[config.mk]
export PLATFORM = sky130hd
export DESIGN_NAME = serial_mmio_slave
export DESIGN_NICKNAME = d
export VERILOG_FILES = /design/src/rtl/serial_mmio_slave.sv
export SDC_FILE = /design/constraint.sdc
export NUM_CORES = 1
export LEC_CHECK = 0
export BUFFER_PORTS_ARGS = -buffer_cell sky130_fd_sc_hd__buf_2
export CAP_MARGIN = 20
export CORE_AREA = 4 4 195 197
export DETAILED_ROUTE_END_ITERATION = 6
export DIE_AREA = 0 0 199 201
export PLACE_DENSITY = 0.62
export SETUP_SLACK_MARGIN = 0.4
export SYNTH_ARGS = -nofsm -noshare
export SYNTH_HDL_FRONTEND = slang
export SYNTH_SLANG_ARGS = --single-unit
[constraint.sdc]
create_clock -name clk -period 4.5 [get_ports clk]
set_input_delay 0.675 -clock clk [delete_from_list [all_inputs] [get_ports clk]]
set_output_delay 0.675 -clock clk [all_outputs]
set_load 0.005 [all_outputs]
[src/rtl/serial_mmio_slave.sv]
`timescale 1ns/1ps
// Purpose : generic synchronous FIFO; head visible combinationally on pop_dat.
// Latency : a pushed entry is visible on pop_dat and in empty/full after one edge.
// Backpress: a push while full is dropped, even if a pop happens in the same cycle;
//            a pop while empty is ignored.
// Ports   : clk/rst, push_vld/push_dat, pop_rdy/pop_dat, full/empty status.
module serial_mmio_fifo #(
    parameter int W  = 8,
    parameter int AW = 4
) (
    input  logic         clk,
    input  logic         rst,
    input  logic         push_vld,
    input  logic [W-1:0] push_dat,
    input  logic         pop_rdy,
    output logic [W-1:0] pop_dat,
    output logic         full,
    output logic         empty
);
    localparam logic [AW:0] DEPTH = (AW+1)'(1) << AW;

    logic [W-1:0]  mem [2**AW];
    logic [AW-1:0] wr_ptr;
    logic [AW-1:0] rd_ptr;
    logic [AW:0]   count;
    logic          do_push;
    logic          do_pop;

    // full/empty come straight from the count register, so they describe the
    // occupancy after the previous edge; a same-cycle pop never makes room.
    assign full    = (count == DEPTH);
    assign empty   = (count == '0);
    assign do_push = push_vld & ~full;
    assign do_pop  = pop_rdy & ~empty;
    assign pop_dat = mem[rd_ptr];

    always_ff @(posedge clk) begin
        if (do_push) begin
            mem[wr_ptr] <= push_dat;
        end
    end

    always_ff @(posedge clk) begin
        if (rst) begin
            wr_ptr <= '0;
            rd_ptr <= '0;
            count  <= '0;
        end else begin
            if (do_push) wr_ptr <= wr_ptr + 1'b1;
            if (do_pop)  rd_ptr <= rd_ptr + 1'b1;
            count <= count + {{AW{1'b0}}, do_push} - {{AW{1'b0}}, do_pop};
        end
    end
endmodule

// Purpose : MMIO responder bridging the CPU data bus to a UART rx/tx pair via FIFOs.
// Latency : ack_o one cycle after ce_i is seen in idle; tx_start_o one cycle after pop.
// Backpress: bus never stalls; RX overflow and TX-full writes drop the byte and set
//            sticky flags; TX drains only while tx_busy_i is low.
// Ports   : bus (ce_i/we_i/addr_i/sel_i/data_i -> data_o/ack_o), UART rx (rx_ready_i,
//            rx_data_i), UART tx (tx_busy_i -> tx_start_o/tx_data_o), level irq_o.
module serial_mmio_slave #(
    parameter int RX_AW = 4,
    parameter int TX_AW = 4
) (
    input  logic        clk,
    input  logic        rst,
    input  logic        ce_i,
    input  logic        we_i,
    input  logic [31:0] addr_i,
    input  logic [3:0]  sel_i,
    input  logic [31:0] data_i,
    output logic [31:0] data_o,
    output logic        ack_o,
    input  logic        rx_ready_i,
    input  logic [7:0]  rx_data_i,
    input  logic        tx_busy_i,
    output logic        tx_start_o,
    output logic [7:0]  tx_data_o,
    output logic        irq_o
);
    typedef enum logic {BUS_IDLE, BUS_ACK} bus_state_t;
    typedef enum logic [1:0] {TX_IDLE, TX_START, TX_WAIT} tx_state_t;

    bus_state_t bus_state, bus_next;
    tx_state_t  tx_state, tx_next;

    logic        rx_full, rx_empty, rx_pop;
    logic [7:0]  rx_head;
    logic        tx_full, tx_empty, tx_push, tx_pop;
    logic [7:0]  tx_head;
    logic        access;
    logic        status_clr, ctrl_wr, tx_ovf_set, rx_ovr_set;
    logic [31:0] rd_mux;
    logic        rx_ovr, tx_ovf, rx_irq_en;
    logic        tx_wait_first;
    logic        unused_bits;

    assign unused_bits = ^{addr_i[31:4], addr_i[1:0], sel_i[3:1], data_i[31:8]};

    serial_mmio_fifo #(.W(8), .AW(RX_AW)) u_rx_fifo (
        .clk(clk), .rst(rst),
        .push_vld(rx_ready_i), .push_dat(rx_data_i),
        .pop_rdy(rx_pop), .pop_dat(rx_head),
        .full(rx_full), .empty(rx_empty)
    );

    serial_mmio_fifo #(.W(8), .AW(TX_AW)) u_tx_fifo (
        .clk(clk), .rst(rst),
        .push_vld(tx_push), .push_dat(data_i[7:0]),
        .pop_rdy(tx_pop), .pop_dat(tx_head),
        .full(tx_full), .empty(tx_empty)
    );

    // Bus FSM: the access and all its side effects happen on the edge that
    // leaves IDLE; ACK is a fixed one-cycle response that ignores ce_i.
    always_comb begin
        bus_next   = bus_state;
        access     = 1'b0;
        rx_pop     = 1'b0;
        tx_push    = 1'b0;
        status_clr = 1'b0;
        ctrl_wr    = 1'b0;
        rd_mux     = '0;
        case (bus_state)
            BUS_IDLE: begin
                if (ce_i) begin
                    access   = 1'b1;
                    bus_next = BUS_ACK;
                end
            end
            BUS_ACK:  bus_next = BUS_IDLE;
            default:  bus_next = BUS_IDLE;
        endcase
        case (addr_i[3:2])
            2'd0: begin
                rd_mux  = rx_empty ? 32'h0 : {24'h0, rx_head};
                rx_pop  = access & ~we_i & ~rx_empty;
                tx_push = access & we_i & sel_i[0];
            end
            2'd1: begin
                rd_mux     = {28'h0, tx_ovf, rx_ovr, ~rx_empty, ~tx_full};
                status_clr = access & ~we_i;
            end
            2'd2: begin
                rd_mux  = {31'h0, rx_irq_en};
                ctrl_wr = access & we_i;
            end
            default: rd_mux = '0;
        endcase
    end

    assign tx_ovf_set = tx_push & tx_full;
    assign rx_ovr_set = rx_ready_i & rx_full;
    assign ack_o      = (bus_state == BUS_ACK);

    // TX FSM: TX_WAIT skips its first cycle so a transmitter that raises busy
    // one cycle after the start pulse is not mistaken for an idle one.
    always_comb begin
        tx_next = tx_state;
        tx_pop  = 1'b0;
        case (tx_state)
            TX_IDLE: begin
                if (!tx_empty && !tx_busy_i) begin
                    tx_pop  = 1'b1;
                    tx_next = TX_START;
                end
            end
            TX_START: tx_next = TX_WAIT;
            TX_WAIT: begin
                if (!tx_wait_first && !tx_busy_i) tx_next = TX_IDLE;
            end
            default: tx_next = TX_IDLE;
        endcase
    end

    assign tx_start_o = (tx_state == TX_START);

    always_ff @(posedge clk) begin
        if (rst) begin
            bus_state     <= BUS_IDLE;
            tx_state      <= TX_IDLE;
            tx_wait_first <= 1'b0;
            data_o        <= '0;
            tx_data_o     <= '0;
            rx_ovr        <= 1'b0;
            tx_ovf        <= 1'b0;
            rx_irq_en     <= 1'b0;
            irq_o         <= 1'b0;
        end else begin
            bus_state     <= bus_next;
            tx_state      <= tx_next;
            tx_wait_first <= (tx_state == TX_START);
            if (access)  data_o    <= we_i ? 32'h0 : rd_mux;
            if (tx_pop)  tx_data_o <= tx_head;
            if (ctrl_wr) rx_irq_en <= data_i[0];
            // A new overflow in the same cycle as a STATUS read stays visible.
            rx_ovr <= (rx_ovr & ~status_clr) | rx_ovr_set;
            tx_ovf <= (tx_ovf & ~status_clr) | tx_ovf_set;
            irq_o  <= rx_irq_en & ~rx_empty;
        end
    end
endmodule
==> results_tabular.tex, run 1 <==
\begin{tabular}{lr}
\hline
Metric & Value \\
\hline
\multicolumn{2}{l}{\textbf{Setup path}} \\
Crit-path cells & inv\_1, ha\_1, or4b\_4, nand2\_1, inv\_1, ha\_1, inv\_1, ha\_1, inv\_1, fa\_1, nor2b\_1, o21bai\_1, a21oi\_1, nor3b\_1 \\
Slowest Stage Delay on Critical Path & 480 ps \\
Family of cells with the greatest summed delay on the critical path & adder cells \\
Category of the most critical setup path & reg -> reg \\
Maximum fanout encountered on the critical timing path & 11 \\
Required time of the critical path & roughly 5000 ps \\
Cell type with the highest occurrence count on the critical path & inv\_1 \\
Total stage count of the critical path & 14 \\
Bufs and invs on worst path & 4 \\
Sort of element at the start of the critical path & flip-flop \\
Crit path capture type & flip-flop \\
Worst reg2reg path depth & 14 \\
Data arrival time of the critical path & 3450 ps \\
Cell with the biggest individual delay on the critical path & or4b\_4 \\
\multicolumn{2}{l}{\textbf{Floorplanning}} \\
Die Width & 199 um \\
Chip height & roughly 200 um \\
Ports & between 100 and 150 \\
Die area & between 30000 and 40000 um2 \\
Site row count & 70 \\
Starting Density & 34.7\% \\
Core Box Area & approximately 36000 um2 \\
\multicolumn{2}{l}{\textbf{Clocking}} \\
Post-cts repair resize count & 0 \\
Clk\_lat worst skew & 540 ps \\
Clock tree buffer depth & 3 \\
Setup fix buffers added after clock tree synthesis & 0 \\
TritonCTS Sinks & 310 \\
Clock Root Buffer & clkbuf\_16 \\
Total of hold buffers inserted after clock tree synthesis & 0 \\
H-Tree Depth & 1 \\
Worst-path clk slew & 60 ps \\
Num CTS Buffers & 29 \\
TritonCTS clock tree & yes \\
\multicolumn{2}{l}{\textbf{Detailed routing}} \\
Number of detailed-route iterations in the first pass & 5 \\
Met2 WL & 12600 um \\
Length of routed met3 wiring & about 1400 um \\
Average wire per cell in the routed design & 19.2 um \\
Remaining antenna violation count & 0 \\
Wire length the detailed router placed on met1 & 9550 um \\
Aggregate routed wire length & 24100 um \\
DRC & 0 \\
Number of vias after detailed routing & 6143 \\
Highest metal layer with signal wires & met5 \\
DR vias/cell & 4.90 \\
DRT iter0 DRCs & 371 \\
\multicolumn{2}{l}{\textbf{Logic synthesis}} \\
Yosys cell types & 51 \\
Mean area per synthesized cell & 17.6 um2 \\
Sequential share of the synthesized area & 69.7\% \\
Number of instances in the synthesized netlist & 716 \\
Proportion of synthesized flip-flops having asynchronous set or reset & 0\% \\
Number of synthesized flops with an enable pin & 256 \\
Number of warnings reported in the yosys synthesis log & 0 \\
Register bit count reported by yosys & 310 \\
Post-Synthesis Cell Area & 12600 um2 \\
Most frequently used flop master after synthesis & edfxtp\_1 \\
\multicolumn{2}{l}{\textbf{Layout}} \\
Most common cell after layout, fill and taps aside & edfxtp\_1 \\
Utilization after layout & 38.9\% \\
Layout area overhead & 12.0\% \\
\# nets final & 869 \\
Most used cells in the layout excluding fill and tap cells & edfxtp\_1, mux4\_2, nor2\_1 \\
Fraction of layout cells with a size suffix above 1 & 20.7\% \\
N\_diodes & 0 \\
\multicolumn{2}{l}{\textbf{Timing}} \\
Final worst path period share & 68.0\% \\
Endpoints failing setup & 0 \\
Final Skew & 13.6 ps \\
Min Tclk post-route & around 3100 ps \\
Max-slew violation count & 0 \\
Setup repair after global routing missed its margin & no \\
Setup Total Neg Slack & 0 ps \\
Slew at the pin closest to its max-slew limit & 1070 ps \\
Final number of hold-violating endpoints & 0 \\
Highest clock frequency the design can meet & 327 MHz \\
Relative max-transition margin & 28.2\% \\
\multicolumn{2}{l}{\textbf{GRT}} \\
Number of antenna violations at the first check in global routing & 4 \\
Global-route wire length before repair & approximately 37000 um \\
Largest net degree at the start of global routing & 44 \\
Global-route usage over all layers & 11.9\% \\
Overflow left after global routing & 0 \\
Vias in the first global route & 6102 \\
\multicolumn{2}{l}{\textbf{Pwr}} \\
Power per Cell Area & 473 nW/um2 \\
Cell leakage power & 4.60 nW \\
Worst vdd rail ir drop & 0.384 mV \\
\multicolumn{2}{l}{\textbf{Hold path}} \\
Path class of the lowest-slack min-delay path & in -> reg \\
Worst Hold Path Cells & 3 \\
\multicolumn{2}{l}{\textbf{Outcome}} \\
Status & finished, final reports clean \\
\multicolumn{2}{l}{\textbf{Run}} \\
Maxcap violations & 0 \\
\multicolumn{2}{l}{\textbf{Place}} \\
Detailed-placement wirelength estimate & 15300 um \\
Gp weighted congestion & 0.701 \\
IO Port Bufs & 43 \\
\hline
\end{tabular}
logic make-up after synthesis:
logic type	count (synthesis)	share of synthesized area (%)
AOI/OAI and AO/OA	50	2.69
xor gates and xnor gates	15	1.04
adders and majority gates	23	2.41
buffers and inverters	81	4.06
DFF	310	69.7
muxes	106	15.0
other	1	0.0298
and+or+nand+nor	130	5.08
report_power, final:
part           switching, mW  internal [mW]  leakage [nW]
clock                   1.00           1.43         0.461
combinational          0.404          0.433          1.40
sequential             0.175           3.23          2.75
state kept, by name, summed over array words and instances (netlist names), named ones only:
name,cells
u_tx_fifo.rd_ptr,4
u_tx_fifo.wr_ptr,4
rx_ovr,1
rx_irq_en,1
u_rx_fifo.rd_ptr,4
tx_data_o,8
u_rx_fifo.wr_ptr,4
tx_wait_first,1
ack_o,1
u_rx_fifo.count,5
tx_state,2
irq_o,1
data_o,8
u_rx_fifo.mem,128
u_tx_fifo.count,5
tx_ovf,1
u_tx_fifo.mem,128
synthesized netlist by cell type (2+ instances only):
master | number | area, um2
and2_1 | 2 | 12.5
nand3_1 | 9 | 45.0
mux4_1 | 7 | 184
a32oi_1 | 4 | 35.0
inv_1 | 22 | 82.6
nor2_1 | 55 | 206
a221oi_1 | 8 | 70.1
buf_4 | 28 | 210
ha_1 | 21 | 263
nand4bb_1 | 2 | 22.5
and3_1 | 4 | 25.0
buf_2 | 9 | 45.0
o2bb2ai_1 | 2 | 17.5
or3_1 | 4 | 25.0
xnor2_1 | 6 | 52.6
nand4_1 | 2 | 12.5
nor3b_1 | 2 | 15.0
dfxtp_1 | 54 | 1080
a22o_1 | 4 | 35.0
nor3_1 | 11 | 55.1
a21o_1 | 2 | 15.0
o21ai_0 | 11 | 55.1
fa_1 | 2 | 40.0
nand2_1 | 19 | 71.3
a21oi_1 | 14 | 70.1
edfxtp_1 | 256 | 7690
buf_1 | 2 | 7.51
nand2b_1 | 6 | 37.5
mux2i_1 | 41 | 410
buf_6 | 7 | 78.8
mux4_2 | 57 | 1280
clkbuf_1 | 10 | 37.5
xor2_1 | 9 | 78.8
nor2b_1 | 7 | 43.8
routing by layer:
layer | GRT usage, % | vias to the layer above
li1 | - | 2832
met1 | 14.9 | 3118
met2 | 21.1 | 142
met3 | 2.55 | 43
met4 | 2.61 | 8
met5 | 0 | -
through the flow:
step / hold WS [ps] / setup WS (ps) / instances / total power, mW / instance area, um2
2_1_floorplan: 454 / 1750 / 739 / 4.09 / 12700
3_3_place_gp: 473 / 1260 / 1200 / 4.30 / 13100
3_5_place_dp: 471 / 1230 / 1200 / 4.32 / 13100
4_1_cts: 470 / 1420 / 1253 / 6.75 / 14100
5_1_grt: 501 / 1230 / 1254 / 6.99 / 14100
6_report: 488 / 1440 / 1254 / 6.67 / 14100
path summary, 6_finish.rpt:
kind / start / to / slack [ps]
hold reg to reg: data_o[7] / data_o[7] / 500
setup reg to reg: u_tx_fifo.count[3] / u_tx_fifo.count[4] / 1440
setup / recovery: u_tx_fifo.count[3] / u_tx_fifo.count[4] / 1440
hold / removal: tx_busy_i / tx_state[1] / 490
worst reg2reg max path, delay by kind of cell, from the launching register on:
kind,cells,cell delay (ps)
flip-flops,1,320
buffers and inverters,4,410
AND/OR/NAND/NOR,4,860
AO/OA/AOI/OAI,2,270
adder cells (fa/ha/maj),4,1060
area by class of cell:
cell class	instances	area, um2
timing repair buffer	53	298
tap	468	586
sequential	310	8770
inverter	22	82.6
fill	3314	22200
clock buffer	42	815
clock inverter	11	135
multi-input combinational	348	3410
Power figures use the tool's default switching activity.
==> run 2, diff against run 1 <==
--- a/config.mk
+++ b/config.mk
@@ -10,7 +10,7 @@
 export CORE_AREA = 4 4 195 197
 export DETAILED_ROUTE_END_ITERATION = 6
 export DIE_AREA = 0 0 199 201
-export PLACE_DENSITY = 0.62
+export PLACE_DENSITY = 0.63
 export SETUP_SLACK_MARGIN = 0.4
 export SYNTH_ARGS = -nofsm -noshare
 export SYNTH_HDL_FRONTEND = slang
==> constraint.sdc (replaced) <==
create_clock -name clk -period 2.8 [get_ports clk]
set_input_delay 0.42 -clock clk [delete_from_list [all_inputs] [get_ports clk]]
set_output_delay 0.42 -clock clk [all_outputs]
set_load 0.005 [all_outputs]
==> results_tabular.tex, run 2 (same netlist as run 1, synthesis figures left out) <==
\begin{tabular}{lr}
\hline
Metric & Value \\
\hline
\multicolumn{2}{l}{\textbf{Detailed routing}} \\
DRT iter0 DRCs & 493 (+33\%) \\
DR vias/cell & 4.90 (about the same) \\
DRC & 0 (unchanged) \\
Remaining antenna violation count & 0 (unchanged) \\
Number of vias after detailed routing & 6471 (+5.3\%) \\
Number of detailed-route iterations in the first pass & 6 (+1) \\
Average wire per cell in the routed design & 19.4 um (+1.0\%) \\
Aggregate routed wire length & 25600 um (+6.4\%) \\
\multicolumn{2}{l}{\textbf{Timing}} \\
Final worst path period share & 90.5\% (+22 points) \\
Smallest setup slack after layout & 267 ps (-1170 ps) \\
Max-slew violation count & 0 (unchanged) \\
Final Skew & 11.6 ps (-2.00 ps) \\
Min Tclk post-route & 2530 ps (-529 ps) \\
Highest clock frequency the design can meet & 395 MHz (+21\%) \\
Endpoints failing setup & 0 (unchanged) \\
Relative max-transition margin & 53.8\% (+26 points) \\
Slew at the pin closest to its max-slew limit & 691 ps (-382 ps) \\
Setup Total Neg Slack & 0 ps (unchanged) \\
Setup repair after global routing missed its margin & yes \\
Final number of hold-violating endpoints & 0 (unchanged) \\
\multicolumn{2}{l}{\textbf{Layout}} \\
\# nets final & 934 (+7.5\%) \\
Final instance count without filler cells & 1321 (+5.3\%) \\
Most common cell after layout, fill and taps aside & edfxtp\_1 \\
Fill cell total of the finished layout & 3267 (-1.4\%) \\
Most used cells in the layout excluding fill and tap cells & edfxtp\_1, buf\_4, mux4\_2 \\
Largest registers in the final layout & u\_rx\_fifo.mem x128, u\_tx\_fifo.mem x128 \\
Layout area overhead & 17.2\% \\
Final cell area excluding filler cells & 14700 um2 (+4.6\%) \\
Fraction of layout cells with a size suffix above 1 & 29.2\% (+8.5 points) \\
N\_diodes & 0 (unchanged) \\
\multicolumn{2}{l}{\textbf{Clocking}} \\
Clk\_lat worst skew & 560 ps (+20 ps) \\
Worst-path clk slew & 60 ps (about the same) \\
Num CTS Buffers & 31 (+6.9\%) \\
Clock tree buffer depth & 3 (unchanged) \\
Clock Root Buffer & clkbuf\_16 \\
TritonCTS Sinks & 310 (unchanged) \\
H-Tree Depth & 1 (unchanged) \\
TritonCTS clock tree & yes \\
Total of hold buffers inserted after clock tree synthesis & 0 (unchanged) \\
\multicolumn{2}{l}{\textbf{GRT}} \\
Layer with the highest usage after global routing & met2 \\
Largest net degree at the start of global routing & 32 (-27\%) \\
Met3 track demand over resource & 3.64\% (+1.1 points) \\
Global-route wire length before repair & 38700 um (+5.5\%) \\
Met1 track demand over resource & 16.2\% (+1.3 points) \\
Overflow left after global routing & 0 (unchanged) \\
Number of antenna violations at the first check in global routing & 4 (unchanged) \\
Met2 Use GR & 21.0\% (-0.11 points) \\
Global-route usage over all layers & 12.6\% (+0.70 points) \\
Vias in the first global route & 6505 (+6.6\%) \\
\multicolumn{2}{l}{\textbf{Place}} \\
Worst slack after detailed placement & 140 ps (-1090 ps) \\
IO Port Bufs & 43 (unchanged) \\
Detailed-placement wirelength estimate & 16700 um (+9.3\%) \\
Gp weighted congestion & 0.759 (+8.3\%) \\
Area post-placement & 13500 um2 (+3.1\%) \\
Inst Count DP & 1248 (+4.0\%) \\
\multicolumn{2}{l}{\textbf{Run}} \\
Maxcap violations & 0 (unchanged) \\
\multicolumn{2}{l}{\textbf{Floorplanning}} \\
Starting Density & 34.7\% (unchanged) \\
Site row count & 70 (unchanged) \\
Die Width & 199 um (unchanged) \\
Die area & 40000 um2 (unchanged) \\
Chip height & 201 um (unchanged) \\
Ports & 125 (unchanged) \\
Core Box Area & 36300 um2 (unchanged) \\
\multicolumn{2}{l}{\textbf{Hold path}} \\
Path class of the lowest-slack min-delay path & in -> reg \\
\multicolumn{2}{l}{\textbf{Setup path}} \\
Crit path capture type & flip-flop \\
Cell type with the highest occurrence count on the critical path & ha\_4 \\
Required time of the critical path & 3290 ps (-1600 ps) \\
Slowest Stage Delay on Critical Path & 480 ps (about the same) \\
Category of the most critical setup path & reg -> reg \\
Maximum fanout encountered on the critical timing path & 2 (-9) \\
Sort of element at the start of the critical path & flip-flop \\
Crit-path cells & inv\_2, ha\_4, or4b\_4, nand3\_4, or2\_4, nand2\_2, ha\_4, fa\_2, a21oi\_2, nor2\_2, or3\_1, a21oi\_1 \\
Data arrival time of the critical path & 3020 ps (-430 ps) \\
Cell with the biggest individual delay on the critical path & or4b\_4 \\
\multicolumn{2}{l}{\textbf{Outcome}} \\
Status & finished, final reports clean \\
\multicolumn{2}{l}{\textbf{Pwr}} \\
Final Total Pwr & 11.3 mW (+69\%) \\
Cell leakage power & 4.96 nW (+7.8\%) \\
Power per Cell Area & 763 nW/um2 (+61\%) \\
Worst vdd rail ir drop & 0.578 mV (+51\%) \\
\hline
\end{tabular}
==> run 2: changes by cell type in the layout (fill, tap and decap cells not counted), moves of 3 or more <==
cell,before,now
buf_4,9,72
clkbuf_1,9,12
clkbuf_16,29,32
dfxtp_1,52,48
dfxtp_2,2,6
ha_1,21,16
ha_4,0,5
inv_1,22,15
inv_2,0,6
nor3_1,8,11
nor3_2,3,0
==> run 2: per-stage QoR <==
step,hold WS (ps),util [%]
4_1_cts,191,40.5
6_report,220,40.7
2_1_floorplan,454,-
3_3_place_gp,457,37.3
5_1_grt,228,40.7
3_5_place_dp,454,37.3
==> run 2: final cells by class <==
type,count,area (um2),area share [%]
clock buffer,50,928,6.30
clock inverter,7,91.3,0.619
inverter,22,85.1,0.577
multi-input combinational,348,3500,23.8
sequential,310,8780,59.5
tap,468,586,3.97
timing repair buffer,116,776,5.26
==> run 2: critical path, delay by kind of cell, from the launching register on <==
kind	cells	cell delay (ps)
AOI/OAI and AO/OA	2	300
buffers and inverters	1	70
DFF	1	320
and+or+nand+nor	6	1120
adders and majority gates	3	650
==> run 2: path summary, 6_finish.rpt <==
kind                           start                 end  slack (ps)  cells past startpoint
setup / recovery  u_rx_fifo.count[3]  u_rx_fifo.count[4]         270                     12
hold / removal                   rst  u_tx_fifo.count[1]         220                      2
setup reg to reg  u_rx_fifo.count[3]  u_rx_fifo.count[4]         270                     12
hold reg to reg            data_o[6]           data_o[6]         470                      1
==> run 2: where the power goes <==
part	internal (mW)	leakage, nW	total, mW	switching [mW]
clock	2.44	0.500	4.08	1.64
sequential	5.19	2.75	5.34	0.153
combinational	0.935	1.71	1.83	0.891
==> run 2: layer usage <==
layer | up-vias | share of wire, %
met5 | - | 0.19
met4 | 8 | 2.2
met3 | 55 | 6.8
met2 | 155 | 51
met1 | 3286 | 40
li1 | 2967 | -
==> run 2: timing repair <==
action / in CTS / in global routing
hold endpoints to repair: 0 / 0
pin swaps: 12 / 5
resized for setup: 17 / 4
setup buffers: 11 / 5
endpoints found under the setup margin: 2 / 2
==> run 3, diff against run 2 <==
--- a/config.mk
+++ b/config.mk
@@ -7,10 +7,10 @@
 export LEC_CHECK = 0
 export BUFFER_PORTS_ARGS = -buffer_cell sky130_fd_sc_hd__buf_2
 export CAP_MARGIN = 20
-export CORE_AREA = 4 4 195 197
+export CORE_AREA = 4 4 150 152
 export DETAILED_ROUTE_END_ITERATION = 6
-export DIE_AREA = 0 0 199 201
-export PLACE_DENSITY = 0.63
+export DIE_AREA = 0 0 154 156
+export PLACE_DENSITY = 0.9
 export SETUP_SLACK_MARGIN = 0.4
 export SYNTH_ARGS = -nofsm -noshare
 export SYNTH_HDL_FRONTEND = slang
==> constraint.sdc (replaced) <==
create_clock -name clk -period 3.3 [get_ports clk]
set_input_delay 0.495 -clock clk [delete_from_list [all_inputs] [get_ports clk]]
set_output_delay 0.495 -clock clk [all_outputs]
set_load 0.005 [all_outputs]
==> results_tabular.tex, run 3 (same netlist as run 1, synthesis figures left out) <==
\begin{tabular}{lr}
\hline
Metric & Value \\
\hline
\multicolumn{2}{l}{\textbf{Hold path}} \\
Min-Delay Startpoint & tx\_busy\_i \\
Path class of the lowest-slack min-delay path & in -> reg \\
Worst Hold End & tx\_state[0] \\
Worst Hold Path Cells & 4 (+2) \\
\multicolumn{2}{l}{\textbf{Setup path}} \\
Bufs and invs on worst path & 1 (unchanged) \\
Register-to-register setup slack & 600 ps (+330 ps) \\
Required time of the critical path & 3760 ps (+470 ps) \\
Slowest Stage Delay on Critical Path & 500 ps (+20 ps) \\
Crit path capture type & flip-flop \\
Category of the most critical setup path & reg -> reg \\
Crit-path cells & inv\_1, ha\_1, or4b\_4, nand3\_4, or2\_2, nand2\_1, ha\_1, fa\_2, a21oi\_1, nor2\_1, or3\_1, a21oi\_1 \\
Worst reg2reg endpoint & u\_rx\_fifo.count[4] \\
Sort of element at the start of the critical path & flip-flop \\
Reg-to-reg startpoint & u\_rx\_fifo.count[2] \\
Maximum fanout encountered on the critical timing path & 3 (+1) \\
Family of cells with the greatest summed delay on the critical path & simple AND/OR/NAND/NOR gates \\
Worst reg2reg path depth & 12 (unchanged) \\
Cell with the biggest individual delay on the critical path & or4b\_4 \\
Data arrival time of the critical path & 3160 ps (+140 ps) \\
\multicolumn{2}{l}{\textbf{Pwr}} \\
Power per Cell Area & 663 nW/um2 (-13\%) \\
Internal Pwr Total & 7.17 mW (-16\%) \\
Net Switching & 2.24 mW (-16\%) \\
Worst vdd rail ir drop & 0.457 mV (-21\%) \\
Cell leakage power & 4.83 nW (-2.6\%) \\
Comb power frac & 14.3\% (-1.9 points) \\
Final Total Pwr & 9.41 mW (-16\%) \\
Clk pwr share & 37.1\% (+0.8 points) \\
Proportion of power drawn by flip-flops and latches & 48.6\% (+1.1 points) \\
Net switching fraction of the power & 23.8\% (about the same) \\
\multicolumn{2}{l}{\textbf{Timing}} \\
Min Hold Slack & 325 ps (+104 ps) \\
Min Tclk post-route & 2700 ps (+170 ps) \\
Final Skew & 9.17 ps (-2.41 ps) \\
Final number of hold-violating endpoints & 0 (unchanged) \\
Highest clock frequency the design can meet & 370 MHz (-6.3\%) \\
Smallest setup slack after layout & 597 ps (+330 ps) \\
Max-slew violation count & 0 (unchanged) \\
Slew at the pin closest to its max-slew limit & 918 ps (+227 ps) \\
Final worst path period share & 81.9\% (-8.6 points) \\
Relative max-transition margin & 38.6\% (-15 points) \\
Setup Total Neg Slack & 0 ps (unchanged) \\
Setup repair after global routing missed its margin & no \\
Endpoints failing setup & 0 (unchanged) \\
\multicolumn{2}{l}{\textbf{Detailed routing}} \\
DRC & 0 (unchanged) \\
Average wire per cell in the routed design & 23.8 um (+22\%) \\
Remaining antenna violation count & 0 (unchanged) \\
DRT iter0 DRCs & 545 (+11\%) \\
DR vias/cell & 5.99 (+22\%) \\
Number of vias after detailed routing & 6567 (+1.5\%) \\
Aggregate routed wire length & 26000 um (+1.5\%) \\
Number of detailed-route iterations in the first pass & 7 (+1) \\
\multicolumn{2}{l}{\textbf{Clocking}} \\
Clock tree buffer depth & 3 (unchanged) \\
TritonCTS Sinks & 310 (unchanged) \\
Total of hold buffers inserted after clock tree synthesis & 0 (unchanged) \\
Clk\_lat worst skew & 530 ps (-30 ps) \\
Worst-path clk slew & 60 ps (about the same) \\
Num CTS Buffers & 29 (-6.5\%) \\
H-Tree Depth & 1 (unchanged) \\
Clock Root Buffer & clkbuf\_16 \\
TritonCTS clock tree & yes \\
\multicolumn{2}{l}{\textbf{GRT}} \\
Global-route usage over all layers & 22.1\% (+9.5 points) \\
Global-route wire length before repair & 40500 um (+4.7\%) \\
Number of antenna violations at the first check in global routing & 0 (-4) \\
Largest net degree at the start of global routing & 33 (+3.1\%) \\
Vias in the first global route & 6778 (+4.2\%) \\
Overflow left after global routing & 0 (unchanged) \\
\multicolumn{2}{l}{\textbf{Layout}} \\
Most common cell after layout, fill and taps aside & edfxtp\_1 \\
N\_diodes & 0 (unchanged) \\
Largest registers in the final layout & u\_rx\_fifo.mem x128, u\_tx\_fifo.mem x128 \\
Layout area overhead & 12.8\% \\
Most used cells in the layout excluding fill and tap cells & edfxtp\_1, mux4\_2, nor2\_1 \\
Utilization after layout & 67.6\% (+27 points) \\
Fraction of layout cells with a size suffix above 1 & 25.5\% (-3.7 points) \\
\# nets final & 903 (-3.3\%) \\
\multicolumn{2}{l}{\textbf{Place}} \\
Gp weighted congestion & 0.822 (+8.4\%) \\
Detailed-placement wirelength estimate & 15800 um (-5.2\%) \\
IO Port Bufs & 43 (unchanged) \\
Worst slack after detailed placement & 345 ps (+204 ps) \\
\multicolumn{2}{l}{\textbf{Floorplanning}} \\
Core Box Area & 21000 um2 (-42\%) \\
Die Width & 154 um (-23\%) \\
Site row count & 53 (-24\%) \\
Chip height & 156 um (-22\%) \\
Ports & 125 (unchanged) \\
Starting Density & 59.9\% (+25 points) \\
Die area & 24000 um2 (-40\%) \\
\multicolumn{2}{l}{\textbf{Outcome}} \\
Status & finished, final reports clean \\
\multicolumn{2}{l}{\textbf{Run}} \\
Maxcap violations & 0 (unchanged) \\
\hline
\end{tabular}
run 3: changes by cell type in the layout (fill, tap and decap cells not counted), sizes merged:
cell,before,now
inv,24,23
bufinv,2,3
clkinv,3,9
clkbuf,50,41
buf,116,87
run 3: area by class of cell:
class,count,area (um2)
Sequential cell,310,8770
Multi-Input combinational cell,348,3430
Inverter,22,82.6
Clock inverter,13,148
Fill cell,1286,6820
Clock buffer,41,883
Timing Repair Buffer,87,546
Tap cell,275,344
run 3: worst reg2reg max path, stage by stage (launching register included):
cell	delay, ps
dfxtp_1	310
inv_1	80
ha_1	160
or4b_4	500
nand3_4	100
or2_2	160
nand2_1	60
ha_1	200
fa_2	350
a21oi_1	160
nor2_1	70
or3_1	340
a21oi_1	140
run 3: worst max path at each step:
| stage | from | end | slack (ps) | cells after the start |
|---|---|---|---|---|
| 2_1_floorplan | u_tx_fifo.count[3] | u_tx_fifo.count[4] | 550 | 15 |
| 3_5_place_dp | u_rx_fifo.count[2] | u_rx_fifo.count[4] | 340 | 12 |
| 6_report | u_rx_fifo.count[2] | u_rx_fifo.count[4] | 600 | 12 |
| 5_1_grt | u_tx_fifo.count[2] | u_tx_fifo.count[4] | 370 | 14 |
| 4_1_cts | u_rx_fifo.count[2] | u_rx_fifo.count[4] | 410 | 12 |
| 3_3_place_gp | u_rx_fifo.count[2] | u_rx_fifo.count[4] | 410 | 12 |
run 3: power by group through the flow:
stage / Sequential [mW] / Combinational, mW / Clock [mW]
5_1_grt: 4.60 / 1.51 / 3.71
3_3_place_gp: 4.64 / 1.20 / 0
3_5_place_dp: 4.65 / 1.26 / 0
4_1_cts: 4.57 / 1.29 / 3.53
6_report: 4.57 / 1.35 / 3.49
2_1_floorplan: 4.56 / 1.02 / 0
run 3: metal layers:
layer | up-vias | routed length [um] | track usage [%]
met1 | 3377 | 9640 | 28.2
met2 | 269 | 14400 | 40.8
met3 | 31 | 1670 | 2.97
met5 | - | 0 | 0
met4 | 0 | 374 | 4.58
li1 | 2890 | - | -
run 3: repair_timing:
action / CTS / global route
pin swaps: 0 / 1
setup buffers: 0 / 3
endpoints found under the setup margin: 1 / 2
resized for setup: 1 / 8
run 3: through the flow:
step,cell area (um2),cells
final,14200,1096
after global routing,14200,1096
after CTS,14100,1093
after detailed placement,13100,1039
after global placement,13100,1039
after floorplan,12700,739
